==> src/rtl/alu_feeder.sv <==
// alu_feeder: fetches a layer's input values once, then each neuron's bias
// and weights, strobes them into the FC ALU and captures one result per neuron.
module alu_feeder #(
    parameter int SIZE     = 16,
    parameter int INPUT_SZ = 4,
    parameter int ADDR_W   = 16,
    parameter int CNT_W    = 8
) (
    input  logic                         clk,
    input  logic                         rst_n,
    input  logic                         start,
    input  logic [CNT_W-1:0]             num_neurons,
    input  logic [ADDR_W-1:0]            v_base,
    input  logic [ADDR_W-1:0]            w_base,
    output logic                         mem_rd,
    output logic [ADDR_W-1:0]            mem_addr,
    input  logic [SIZE-1:0]              mem_rdata,
    input  logic                         mem_rvalid,
    output logic [(INPUT_SZ+1)*SIZE-1:0] alu_values,
    output logic [1:0]                   alu_load_enable,
    output logic                         alu_enable,
    output logic                         alu_clear,
    input  logic [SIZE-1:0]              alu_value,
    output logic [SIZE-1:0]              result,
    output logic                         result_valid,
    output logic [CNT_W-1:0]             result_idx,
    output logic                         busy,
    output logic                         done
);
    localparam int NW = INPUT_SZ + 1;
    localparam int KW = (NW > 1) ? $clog2(NW) : 1;
    localparam logic [KW-1:0] K_LAST_V = KW'(INPUT_SZ - 1);
    localparam logic [KW-1:0] K_LAST_W = KW'(INPUT_SZ);
    localparam logic [ADDR_W-1:0] A_STRIDE = ADDR_W'(NW);
    localparam logic [1:0] LD_VALUES = 2'd0;
    localparam logic [1:0] LD_BW     = 2'd1;
    localparam logic [1:0] LD_IDLE   = 2'd2;

    typedef enum logic [3:0] {
        S_IDLE, S_CLR, S_V_RD, S_V_WAIT, S_V_PUSH,
        S_W_RD, S_W_WAIT, S_W_PUSH, S_SETTLE, S_CAPTURE, S_DONE
    } state_t;

    state_t              r_state;
    logic [CNT_W-1:0]    r_num;
    logic [CNT_W-1:0]    r_n;
    logic [ADDR_W-1:0]   r_vbase;
    logic [ADDR_W-1:0]   r_wptr;
    logic [KW-1:0]       r_k;
    logic [SIZE-1:0]     r_buf [NW];
    logic                r_mem_rd;
    logic [ADDR_W-1:0]   r_mem_addr;
    logic [NW*SIZE-1:0]  r_alu_values;
    logic [1:0]          r_load;
    logic                r_clear;
    logic [SIZE-1:0]     r_result;
    logic                r_rvalid;
    logic [CNT_W-1:0]    r_idx;
    logic                r_done;

    logic [KW-1:0]       w_k_nxt;
    logic [ADDR_W-1:0]   w_wptr_nxt;
    logic                w_last_n;
    logic [NW*SIZE-1:0]  w_pack;

    assign w_k_nxt    = r_k + KW'(1);
    assign w_wptr_nxt = r_wptr + A_STRIDE;
    assign w_last_n   = (r_n == r_num - CNT_W'(1));

    // Bus image including the word arriving this cycle, so the push
    // register can be loaded on the same edge that stores the last word.
    always_comb begin
        w_pack = '0;
        for (int i = 0; i < NW; i++) begin
            w_pack[(NW-1-i)*SIZE +: SIZE] =
                (KW'(i) == r_k) ? mem_rdata : r_buf[i];
        end
    end

    always_ff @(posedge clk or negedge rst_n) begin
        if (!rst_n) begin
            r_state      <= S_IDLE;
            r_num        <= '0;
            r_n          <= '0;
            r_vbase      <= '0;
            r_wptr       <= '0;
            r_k          <= '0;
            for (int i = 0; i < NW; i++) r_buf[i] <= '0;
            r_mem_rd     <= 1'b0;
            r_mem_addr   <= '0;
            r_alu_values <= '0;
            r_load       <= LD_IDLE;
            r_clear      <= 1'b0;
            r_result     <= '0;
            r_rvalid     <= 1'b0;
            r_idx        <= '0;
            r_done       <= 1'b0;
        end else begin
            r_mem_rd <= 1'b0;
            r_load   <= LD_IDLE;
            r_clear  <= 1'b0;
            r_rvalid <= 1'b0;
            r_done   <= 1'b0;
            case (r_state)
                S_IDLE: begin
                    if (start) begin
                        r_num   <= num_neurons;
                        r_vbase <= v_base;
                        r_wptr  <= w_base;
                        r_k     <= '0;
                        r_n     <= '0;
                        r_clear <= 1'b1;
                        r_state <= S_CLR;
                    end
                end
                S_CLR: begin
                    r_buf[INPUT_SZ] <= '0;
                    r_mem_rd        <= 1'b1;
                    r_mem_addr      <= r_vbase;
                    r_state         <= S_V_RD;
                end
                S_V_RD: r_state <= S_V_WAIT;
                S_V_WAIT: begin
                    if (mem_rvalid) begin
                        r_buf[r_k] <= mem_rdata;
                        if (r_k == K_LAST_V) begin
                            r_alu_values <= w_pack;
                            r_load       <= LD_VALUES;
                            r_state      <= S_V_PUSH;
                        end else begin
                            r_k        <= w_k_nxt;
                            r_mem_rd   <= 1'b1;
                            r_mem_addr <= r_vbase + ADDR_W'(w_k_nxt);
                            r_state    <= S_V_RD;
                        end
                    end
                end
                S_V_PUSH: begin
                    r_k <= '0;
                    if (r_num == '0) begin
                        r_done  <= 1'b1;
                        r_state <= S_DONE;
                    end else begin
                        r_mem_rd   <= 1'b1;
                        r_mem_addr <= r_wptr;
                        r_state    <= S_W_RD;
                    end
                end
                S_W_RD: r_state <= S_W_WAIT;
                S_W_WAIT: begin
                    if (mem_rvalid) begin
                        r_buf[r_k] <= mem_rdata;
                        if (r_k == K_LAST_W) begin
                            r_alu_values <= w_pack;
                            r_load       <= LD_BW;
                            r_state      <= S_W_PUSH;
                        end else begin
                            r_k        <= w_k_nxt;
                            r_mem_rd   <= 1'b1;
                            r_mem_addr <= r_wptr + ADDR_W'(w_k_nxt);
                            r_state    <= S_W_RD;
                        end
                    end
                end
                S_W_PUSH: r_state <= S_SETTLE;
                S_SETTLE: r_state <= S_CAPTURE;
                S_CAPTURE: begin
                    r_result <= alu_value;
                    r_idx    <= r_n;
                    r_rvalid <= 1'b1;
                    if (w_last_n) begin
                        r_done  <= 1'b1;
                        r_state <= S_DONE;
                    end else begin
                        r_n        <= r_n + CNT_W'(1);
                        r_wptr     <= w_wptr_nxt;
                        r_k        <= '0;
                        r_mem_rd   <= 1'b1;
                        r_mem_addr <= w_wptr_nxt;
                        r_state    <= S_W_RD;
                    end
                end
                S_DONE: r_state <= S_IDLE;
                default: r_state <= S_IDLE;
            endcase
        end
    end

    assign busy            = (r_state != S_IDLE);
    assign alu_enable      = busy;
    assign mem_rd          = r_mem_rd;
    assign mem_addr        = r_mem_addr;
    assign alu_values      = r_alu_values;
    assign alu_load_enable = r_load;
    assign alu_clear       = r_clear;
    assign result          = r_result;
    assign result_valid    = r_rvalid;
    assign result_idx      = r_idx;
    assign done            = r_done;
endmodule

==> config.mk <==
export PLATFORM = sky130hd
export DESIGN_NAME = alu_feeder
export DESIGN_NICKNAME = d
export VERILOG_FILES = /design/src/rtl/alu_feeder.sv
export SDC_FILE = /design/constraint.sdc
export NUM_CORES = 1
export LEC_CHECK = 0
export CAP_MARGIN = 20
export CORE_MARGIN = 5
export CORE_UTILIZATION = 46
export DETAILED_ROUTE_END_ITERATION = 6
export PLACE_DENSITY = 0.73
export SYNTH_ARGS = -nofsm -noshare
export SYNTH_HDL_FRONTEND = slang
export SYNTH_SLANG_ARGS = --single-unit
==> constraint.sdc <==
create_clock -name clk -period 10 [get_ports clk]
set_clock_uncertainty 0.15 [all_clocks]
set_input_delay 2 -clock clk [delete_from_list [all_inputs] [get_ports clk]]
set_output_delay 2 -clock clk [all_outputs]
set_load 0.01 [all_outputs]
==> results of run 1 <==
state kept, by name, indices dropped and copies added, names as in the netlist, 4 cells and up:
register    cells
alu_values     80
mem_addr       16
r_buf          80
r_n             8
r_num           8
r_state         4
r_vbase        16
r_wptr         16
result         16
result_idx      8
synthesized netlist by cell type (11+ instances only):
cell type,count
sky130_fd_sc_hd__nand2b_1,11
sky130_fd_sc_hd__ha_1,11
sky130_fd_sc_hd__inv_1,23
sky130_fd_sc_hd__nand2_1,301
sky130_fd_sc_hd__a21oi_1,26
sky130_fd_sc_hd__nand3_1,28
sky130_fd_sc_hd__mux2_2,70
sky130_fd_sc_hd__xnor2_1,16
sky130_fd_sc_hd__clkbuf_1,78
sky130_fd_sc_hd__nor2_1,39
sky130_fd_sc_hd__o211ai_1,17
sky130_fd_sc_hd__nand4_1,13
sky130_fd_sc_hd__buf_1,15
sky130_fd_sc_hd__buf_2,12
sky130_fd_sc_hd__dfrtp_1,260
sky130_fd_sc_hd__mux2i_1,97
sky130_fd_sc_hd__o21ai_0,123
sky130_fd_sc_hd__nor3_1,14
layer usage:
| metal | wire [um] | part of all wire [%] | vias up | track usage (%) |
|---|---|---|---|---|
| met5 | 0 | 0 | - | 0 |
| li1 | - | - | 4839 | - |
| met1 | 15300 | 44 | 5037 | 31.1 |
| met4 | 1010 | 2.9 | 0 | 6.35 |
| met3 | 2200 | 6.3 | 58 | 3.05 |
| met2 | 16600 | 47 | 371 | 35.9 |
final cells by class:
| class | instances | area [um^2] | area share (%) |
|---|---|---|---|
| Tap cell | 378 | 473 | 2.93 |
| Multi-Input combinational cell | 916 | 5890 | 36.5 |
| Timing Repair Buffer | 213 | 2120 | 13.2 |
| Sequential cell | 261 | 6530 | 40.5 |
| Clock inverter | 16 | 224 | 1.39 |
| Clock buffer | 35 | 778 | 4.83 |
| Inverter | 25 | 96.3 | 0.598 |
cell families (layout without fill, tap and decap cells):
logic type,count (synthesis),after routing,synth area share [%]
simple gates,453,453,15.7
flops,261,261,50.4
compound gates,255,255,12.7
mux,171,171,14.0
buf+inv,134,289,4.19
xor+xnor,25,25,1.69
fa+ha+maj,12,12,1.22
critical path, delay by kind of cell:
family / cells / cell delay [ns]
AND/OR/NAND/NOR: 2 / 1.24
buffers and inverters: 2 / 0.94
multiplexers: 1 / 0.42
stage by stage:
stage	hold WS [ns]	util [%]
detailed placement	0.313	54.4
floorplan	0.300	-
CTS	0.327	58.0
global route	0.347	58.0
global placement	0.307	54.4
finish	0.324	58.0
power by group through the flow:
stage | Clock [mW] | Combinational (mW) | Sequential, mW
after CTS | 1.14 | 1.94 | 1.86
after detailed placement | 0 | 1.93 | 1.87
after global routing | 1.18 | 2.11 | 1.93
after floorplan | 0 | 1.20 | 1.78
final | 1.11 | 1.93 | 1.87
after global placement | 0 | 1.88 | 1.86
how the worst min path moves through the flow:
stage,start,endpoint,slack (ns),cells after the start
after floorplan,r_buf[0],r_buf[0],0.30,2
after global placement,result[3],result[3],0.31,2
after detailed placement,result[3],result[3],0.31,2
after CTS,result[3],result[3],0.33,2
after global routing,result[6],result[6],0.35,2
final,result[7],result[7],0.32,2
==> results.toml, run 1 <==
[run_status]
outcome = "completed"

[clocking]
cts_made_buffers = 29
cts.repair_timing.setup_buffer_count = 0
clock_tree_from_tritoncts = "done"
path_clk_slew_ns = 0.06
ctsHtreeMaxLevel = 1
clock-root-buffer = "sky130_fd_sc_hd__clkbuf_16"
clkLatencyLatePin_ns = 0.56
post_cts_hold_buffer_count = 0
cts-root-to-sink-buffers = 3
post_cts.resized_instances = 0
clkSinkCount = 261

[final_layout]
area_growth_pct = 24.4
final-instance-count-excl-fill = 1844
num-nets-final = 1534
most_common_cell_after_layout_fill_and_taps_aside = "sky130_fd_sc_hd__nand2_1"
antenna_cells = 0
final_cell_mix = "sky130_fd_sc_hd__nand2_1, sky130_fd_sc_hd__dfrtp_1, sky130_fd_sc_hd__clkdlybuf4s50_1, sky130_fd_sc_hd__o21ai_0, sky130_fd_sc_hd__mux2i_1"
design_area_um2 = 16100
share_of_cells_above_drive_strength_1_pct = 10.4
fillCellCount = 2368

[synth]
synth-seq-cells = 261
synthesis.nets = 1399
synth_top_flop_cell = "sky130_fd_sc_hd__dfrtp_1"
post_synth_main_area_contributors = "sky130_fd_sc_hd__dfrtp_1, sky130_fd_sc_hd__nand2_1, sky130_fd_sc_hd__mux2i_1, sky130_fd_sc_hd__mux2_2, sky130_fd_sc_hd__o21ai_0"
yosysWarningCount = 0
synthCells = 1311
number_of_synthesized_flops_with_an_enable_pin = 0
synth_sequential_area_ratio_pct = 50.4
synth_largest_type_area_fraction_pct = 50.2
fraction_of_registers_with_async_set_reset_pct = 100
synth_area_leader_cell = "sky130_fd_sc_hd__dfrtp_1"
synth.cell_area_um2 = 12900
synthDistinctLibCells = 79
postSynthAreaPerCell_um2 = 9.88

[sta]
final_max_slew_viol_count = 0
hold_violations = 0
totalNegativeSetupSlack_ns = 0
worst_slack_ns = 5.67
fin_crit_sh_pct = 43.3
grt_setup_unrepaired = "no"
achievable-frequency_mhz = 231
setup_violations = 0
worst_slew_pin_slew_ns = 1.23
timing.max_slew.rel_slack_pct = 17.9
min_period_ns = 4.33

[critical_path]
worstReg2RegStart = "r_state[2]"
worst_setup_path_endpoint = "r_buf[41]"
critical_path.max_fanout = 16
rrSetupSlack_ns = 6.04
crit_path_end_kind = "flip-flop"
kind_of_critical_path = "primary input to flip-flop"
critical_path.cell_chain = "clkdlybuf4s50_1 > inv_1 > nor3_1 > and3_1 > mux2_2"
timing.critical_path.from_type = "primary input"
timing.critical_path.from = "mem_rvalid"
r2r-end = "mem_addr[15]"
timing.reg2reg.worst_path_depth = 9
crit_arrival_ns = 4.61
critical_path_required_ns = 10.28
critical_path.slowest_cell = "sky130_fd_sc_hd__and3_1"
cp_slowest_stage_delay_ns = 0.80

[power]
power.switching_mw = 1.82
p_per_area_nw_per_um2 = 305
power_report.internal_total_mw = 3.09
power_mw = 4.92
total_leakage_power_nw = 7.17
share_of_power_burned_in_registers_pct = 38.1
pwr-share-clk_pct = 22.6
comb_power_share_pct = 39.3
ir_worst_vdd_v = 0.000127
swShare_pct = 37.1

[route]
postRouteWirelength_um = 35100
route.antenna.remaining_nets = 0
num_vias = 10305
drc_errors = 0
routed_wire_length_per_instance_um = 19.0
drt_first_pass_iters = 6
drt_first_iter_violations = 878
via_per_inst = 5.59

[global_route]
grt_pass1_vias = 10208
gr-usage-all-layers_pct = 22.1
grt_max_degree = 147
antenna_violations_before_repair = 0
grt_first_pass_wirelength_um = 56400
grt.overflow.total = 0

[floorplan]
top_level_ports = 204
die_height_um = 178
placeableCoreArea_um2 = 27800
start_util_pct = 46.6
placementRows = 61
die_area_um2 = 31600
die_w_um = 178

[place]
buffer_ports.inserted = 203
placed_area_um2 = 15100
dp_cells = 1793
globalplace.congestion = 0.883
dp_hpwl_um = 24300
pre_cts_slack_ns = 5.17

[job]
max_cap_violations = 0

[min_path]
timing.hold.worst.class = "flip-flop to flip-flop"
Note: power is estimated with default switching activity, not from simulation.
==> run 2, diff against run 1 <==
==> constraint.sdc (replaced) <==
create_clock -name clk -period 4.2 [get_ports clk]
set_clock_uncertainty 0.15 [all_clocks]
set_input_delay 0.84 -clock clk [delete_from_list [all_inputs] [get_ports clk]]
set_output_delay 0.84 -clock clk [all_outputs]
set_load 0.01 [all_outputs]
==> run 2 against run 1 <==
Compared with the run above: combinational power increased by 140%; highest routed layer unchanged; sequential share of layout area is 0.18 points lower; register-to-register slack worse by 5.6 ns; count of clock-buffer cells in the layout up 4; core utilization is 0.26 points higher; worst setup slack got worse by 5.2 ns; global-route usage rose by 1.3 points; clock power grew 120%; first-iteration DRC count up 12%; worst hold slack worse by 0.12 ns; largest power group unchanged; non-clock buffer count rose by 17; largest cell class unchanged.
==> results.toml, run 2 (synthesis results as in run 1) <==
[run_status]
outcome = "completed"

[critical_path]
crit_path_end_kind = "flip-flop"
crit_arrival_ns = 4.04
timing.reg2reg.worst_path_depth = 11
critical_path.max_fanout = 20
timing.critical_path.from_type = "flip-flop"
kind_of_critical_path = "flip-flop to flip-flop"
critical_path_required_ns = 4.48

[route]
routed_wire_length_per_instance_um = 19.9
drc_errors = 0
drt_first_iter_violations = 979
num_vias = 10567
postRouteWirelength_um = 37100
via_per_inst = 5.68
drt_first_pass_iters = 6
route.antenna.remaining_nets = 0

[clocking]
ctsHtreeMaxLevel = 1
clock-root-buffer = "sky130_fd_sc_hd__clkbuf_16"
clock_tree_from_tritoncts = "done"
post_cts_hold_buffer_count = 0
path_clk_slew_ns = 0.06
cts-root-to-sink-buffers = 3
cts.repair_timing.setup_buffer_count = 0
cts_made_buffers = 28
clkLatencyLatePin_ns = 0.54
clkSinkCount = 261
post_cts.resized_instances = 0

[floorplan]
placeableCoreArea_um2 = 27800
start_util_pct = 46.6
placementRows = 61
top_level_ports = 204
die_w_um = 178
die_height_um = 178
die_area_um2 = 31600

[sta]
final_max_slew_viol_count = 0
worst_slew_pin_slew_ns = 1.04
achievable-frequency_mhz = 266
timing.max_slew.rel_slack_pct = 30.6
totalNegativeSetupSlack_ns = 0
grt_setup_unrepaired = "no"
min_period_ns = 3.76
setup_violations = 0
fin_crit_sh_pct = 89.6
hold_violations = 0
worst_slack_ns = 0.437

[global_route]
grt_first_pass_wirelength_um = 59400
gr-usage-all-layers_pct = 23.4
grt_max_degree = 114
grt.overflow.total = 0
antenna_violations_before_repair = 0
grt_pass1_vias = 10617

[power]
swShare_pct = 37.7
comb_power_share_pct = 40.5
ir_worst_vdd_v = 0.000409
power_report.internal_total_mw = 7.25
power_mw = 11.6
pwr-share-clk_pct = 21.2
power.switching_mw = 4.38
total_leakage_power_nw = 7.23
share_of_power_burned_in_registers_pct = 38.3
p_per_area_nw_per_um2 = 719

[final_layout]
area_growth_pct = 25.0
final_cell_mix = "sky130_fd_sc_hd__nand2_1, sky130_fd_sc_hd__dfrtp_1, sky130_fd_sc_hd__clkdlybuf4s50_1, sky130_fd_sc_hd__o21ai_0, sky130_fd_sc_hd__mux2i_1"
share_of_cells_above_drive_strength_1_pct = 11.1
antenna_cells = 0
num-nets-final = 1550
most_common_cell_after_layout_fill_and_taps_aside = "sky130_fd_sc_hd__nand2_1"
finalCoreUtilization_pct = 58.3

[place]
pre_cts_slack_ns = 0.518
globalplace.congestion = 0.873
dp_hpwl_um = 25800
buffer_ports.inserted = 203

[min_path]
timing.hold.worst.class = "primary input to async pin"

[job]
max_cap_violations = 0
==> run 2: cell count changes in the layout (fill, tap and decap cells not counted), sizes merged <==
cell	previous run	this run
clkinv	6	7
clkbuf	35	39
bufinv	4	2
clkinvlp	4	3
buf	11	28
inv	27	25
==> run 2: metal layers <==
metal | track usage, % | part of all wire, % | up-vias
li1 | - | - | 4872
met1 | 32.8 | 43 | 5213
met2 | 37.5 | 47 | 412
met3 | 3.66 | 6.8 | 70
met4 | 7.35 | 3.5 | 0
met5 | 0 | 0 | -
==> run 2: final cells by class <==
cell class                 instances  area [um^2]
tap                              378          473
sequential                       261         6530
multi-input combinational        916         5890
clock inverter                    12          140
inverter                          25         96.3
fill                            2403        11600
timing repair buffer             230         2280
clock buffer                      39          782
==> run 2: worst paths after layout <==
| kind | startpoint | endpoint | slack [ns] |
|---|---|---|---|
| max | r_state[1] | mem_addr[15] | 0.44 |
| min | rst_n | r_num[7] | 0.21 |
| max reg2reg | r_state[1] | mem_addr[15] | 0.44 |
| min reg2reg | result[0] | result[0] | 0.32 |
| max in group asynchronous | rst_n | alu_values[37] | 2.64 |
| min in group clk | result[0] | result[0] | 0.32 |
==> run 2: power by group through the flow <==
stage               registers (mW)  logic (mW)  clock network (mW)
global route                  4.59        5.15                2.62
CTS                           4.43        4.72                2.51
finish                        4.46        4.71                2.46
global placement              4.44        4.59                   0
floorplan                     4.25        2.87                   0
detailed placement            4.46        4.69                   0
==> run 2: stage by stage <==
step | hold WS [ns] | cells | cell area, um^2
after floorplan | 0.300 | 1311 | 12900
after global placement | 0.306 | 1810 | 15300
after global routing | 0.283 | 1861 | 16200
after CTS | 0.275 | 1861 | 16200
after detailed placement | 0.312 | 1810 | 15300
final | 0.208 | 1861 | 16200
==> run 2: worst max-delay path: stages (launching register included) <==
cell and delay (ns):
sky130_fd_sc_hd__dfrtp_1 0.71, sky130_fd_sc_hd__nand4bb_1 0.39, sky130_fd_sc_hd__buf_4 0.32, sky130_fd_sc_hd__nand2_1 0.08, sky130_fd_sc_hd__nand2_1 0.06, sky130_fd_sc_hd__ha_1 0.34, sky130_fd_sc_hd__a21oi_1 0.10, sky130_fd_sc_hd__and2_1 0.28
sky130_fd_sc_hd__a2111oi_0 0.54, sky130_fd_sc_hd__mux2i_1 0.25, sky130_fd_sc_hd__a32oi_1 0.11, sky130_fd_sc_hd__mux2_4 0.30
==> run 3, diff against run 2 <==
--- a/config.mk
+++ b/config.mk
@@ -5,8 +5,9 @@
 export SDC_FILE = /design/constraint.sdc
 export NUM_CORES = 1
 export LEC_CHECK = 0
+export ABC_AREA = 1
 export CAP_MARGIN = 20
-export CORE_MARGIN = 5
+export CORE_MARGIN = 3
 export CORE_UTILIZATION = 46
 export DETAILED_ROUTE_END_ITERATION = 6
 export PLACE_DENSITY = 0.73
==> run 3 against run 2 <==
Compared with the run above: synthesized cell count is 21% higher; sequential share of layout area is 0.67 points higher; register-to-register slack better by 0.20 ns; via count is 10% higher; die area is 7.2% lower; critical endpoint is now mem_addr[10].
==> results.toml, run 3 <==
[synth]
synth.cell_area_um2 = 12600
synth_top_flop_cell = "sky130_fd_sc_hd__dfrtp_1"
synth_largest_type_area_fraction_pct = 51.8
synthDistinctLibCells = 39
fraction_of_registers_with_async_set_reset_pct = 100
synthesis.nets = 1672
postSynthAreaPerCell_um2 = 7.93
post-synth-top-count-cell = "sky130_fd_sc_hd__nand2_1"
synth-seq-cells = 261
number_of_synthesized_flops_with_an_enable_pin = 0
post_synth_main_area_contributors = "sky130_fd_sc_hd__dfrtp_1, sky130_fd_sc_hd__nand2_1, sky130_fd_sc_hd__o21ai_0, sky130_fd_sc_hd__nand3_1, sky130_fd_sc_hd__nor2_1"
yosysWarningCount = 0
synth_area_leader_cell = "sky130_fd_sc_hd__dfrtp_1"
synth_sequential_area_ratio_pct = 52.0
synthCells = 1584
synth.top_cells.by_count = "sky130_fd_sc_hd__nand2_1, sky130_fd_sc_hd__dfrtp_1, sky130_fd_sc_hd__o21ai_0, sky130_fd_sc_hd__nand3_1, sky130_fd_sc_hd__nor2_1"

[critical_path]
rrSetupSlack_ns = 0.64
critical_path.slowest_cell = "sky130_fd_sc_hd__dfrtp_1"
kind_of_critical_path = "flip-flop to flip-flop"
timing.reg2reg.worst_path_depth = 19
cp_slowest_stage_delay_ns = 0.47
worst-path-buf-inv = 3
critical_path.cell_chain = "nor2_4 > nand2_4 > buf_4 > nand2_1 > o21ai_0 > ha_1 > inv_1 > fa_1 > or2_2 > nand2_1 > nand3_1 > nor2_1 > inv_1 > nor2_1 > nand3_1 > nand3_1 > nand2_1 > nand2_1 > nand2_1"
timing.critical_path.from_type = "flip-flop"
critical_path.max_fanout = 30
critical_path_required_ns = 4.49
path_common_cell = "sky130_fd_sc_hd__nand2_1"
crit_path_end_kind = "flip-flop"
r2r-end = "mem_addr[10]"
crit_arrival_ns = 3.86
timing.critical_path.from = "r_state[0]"
worstReg2RegStart = "r_state[0]"
cpLargestDelayFamily = "simple AND/OR/NAND/NOR gates"

[global_route]
grt_pass1_vias = 11027
grt.overflow.total = 0
grt_first_pass_wirelength_um = 59700
grt_max_degree = 104
antenna_violations_before_repair = 0
gr-usage-all-layers_pct = 25.2

[floorplan]
die_w_um = 171
placeableCoreArea_um2 = 26400
placementRows = 59
die_height_um = 171
top_level_ports = 204
start_util_pct = 47.5
die_area_um2 = 29300

[clocking]
cts-root-to-sink-buffers = 3
clkLatencyLatePin_ns = 0.56
clock_tree_from_tritoncts = "done"
post_cts.resized_instances = 0
clkSinkCount = 261
ctsHtreeMaxLevel = 1
cts.repair_timing.setup_buffer_count = 0
clock-root-buffer = "sky130_fd_sc_hd__clkbuf_16"
path_clk_slew_ns = 0.06
post_cts_hold_buffer_count = 0
cts_made_buffers = 28

[final_layout]
multiInputGateArea_um2 = 5240
share_of_cells_above_drive_strength_1_pct = 5.41
final-seq-area_um2 = 6530
fillCellCount = 2366
antenna_cells = 0
num-nets-final = 1842
final_cell_mix = "sky130_fd_sc_hd__nand2_1, sky130_fd_sc_hd__dfrtp_1, sky130_fd_sc_hd__clkdlybuf4s50_1, sky130_fd_sc_hd__o21ai_0, sky130_fd_sc_hd__nand3_1"
most_common_cell_after_layout_fill_and_taps_aside = "sky130_fd_sc_hd__nand2_1"
design_area_um2 = 15900
area_growth_pct = 26.8

[place]
globalplace.congestion = 0.926
dp_hpwl_um = 26500
placed_area_um2 = 14900
pre_cts_slack_ns = 0.737
buffer_ports.inserted = 203

[sta]
timing.max_slew.rel_slack_pct = 31.4
setup_violations = 0
worst_slack_ns = 0.637
totalNegativeSetupSlack_ns = 0
min_period_ns = 3.56
worst_slew_pin_slew_ns = 1.03
final_max_slew_viol_count = 0
hold_violations = 0
grt_setup_unrepaired = "no"
fin_crit_sh_pct = 84.8
achievable-frequency_mhz = 281
worst_hold_slack_ns = 0.169

[route]
routed_wire_length_per_instance_um = 17.7
drc_errors = 0
route.antenna.remaining_nets = 0
via_per_inst = 5.51
postRouteWirelength_um = 37300
num_vias = 11629
drt_first_pass_iters = 6
drt_first_iter_violations = 1167

[min_path]
timing.hold.worst.class = "primary input to async pin"

[power]
p_per_area_nw_per_um2 = 645
total_leakage_power_nw = 7.34
ir_worst_vdd_v = 0.000387

[job]
max_cap_violations = 0

[run_status]
outcome = "completed"
==> run 3: cell count changes in the layout (fill, tap and decap cells not counted), moves of 7 or more <==
cell and change:
sky130_fd_sc_hd__nand2_1 +201, sky130_fd_sc_hd__nand3_1 +116, sky130_fd_sc_hd__mux2i_1 -97, sky130_fd_sc_hd__inv_1 +87
sky130_fd_sc_hd__o21ai_0 +73, sky130_fd_sc_hd__nor2_1 +72, sky130_fd_sc_hd__mux2_2 -66, sky130_fd_sc_hd__a31oi_1 +48
sky130_fd_sc_hd__xnor2_1 -15, sky130_fd_sc_hd__nand2b_1 -10, sky130_fd_sc_hd__and3_1 -9, sky130_fd_sc_hd__buf_4 -9
sky130_fd_sc_hd__nor3_1 -7, sky130_fd_sc_hd__o22ai_1 -7
==> run 3: kinds of logic (layout without fill, tap and decap cells) <==
logic type / after synthesis / after routing / share of synthesized area, %
XOR/XNOR: 12 / 12 / 0.837
AND/OR/NAND/NOR: 792 / 792 / 26.1
flip-flops: 261 / 261 / 52.0
adder cells (fa/ha/maj): 12 / 12 / 1.26
buffers and inverters: 201 / 391 / 6.29
AO/OA/AOI/OAI: 302 / 302 / 13.2
multiplexers: 4 / 4 / 0.359
==> run 3: per-stage QoR <==
stage	std cells	utilization (%)	total power, mW
after floorplan	1584	-	6.02
after global placement	2058	56.3	7.44
after detailed placement	2058	56.3	7.53
after CTS	2108	60.2	10.3
after global routing	2109	60.3	11.0
final	2109	60.3	10.3
==> run 3: how the worst max path moves through the flow <==
stage | to | cells after the start
floorplan | mem_addr[14] | 19
global placement | mem_addr[14] | 19
detailed placement | mem_addr[14] | 19
CTS | mem_addr[10] | 19
global route | mem_addr[10] | 19
finish | mem_addr[10] | 19
==> run 3: power breakdown <==
part,internal (mW),leakage (nW),switching (mW)
clock network,1.67,0.507,1.05
registers,3.21,3.41,0.514
logic,1.45,3.43,2.37
==> run 3: metal layers <==
layer	track usage (%)	vias to the layer above	wire length, um
met3	4.41	59	3150
met5	0	-	0
met4	6.23	0	830
met1	37.5	5515	16900
met2	38.6	519	16400
li1	-	5536	-
==> run 3: area by class of cell <==
type	count	area share, %
Clock buffer	38	5.14
Clock inverter	12	1.38
Inverter	118	2.80
Multi-Input combinational cell	1122	32.9
Sequential cell	261	41.0
Tap cell	335	2.63
Timing Repair Buffer	223	14.1
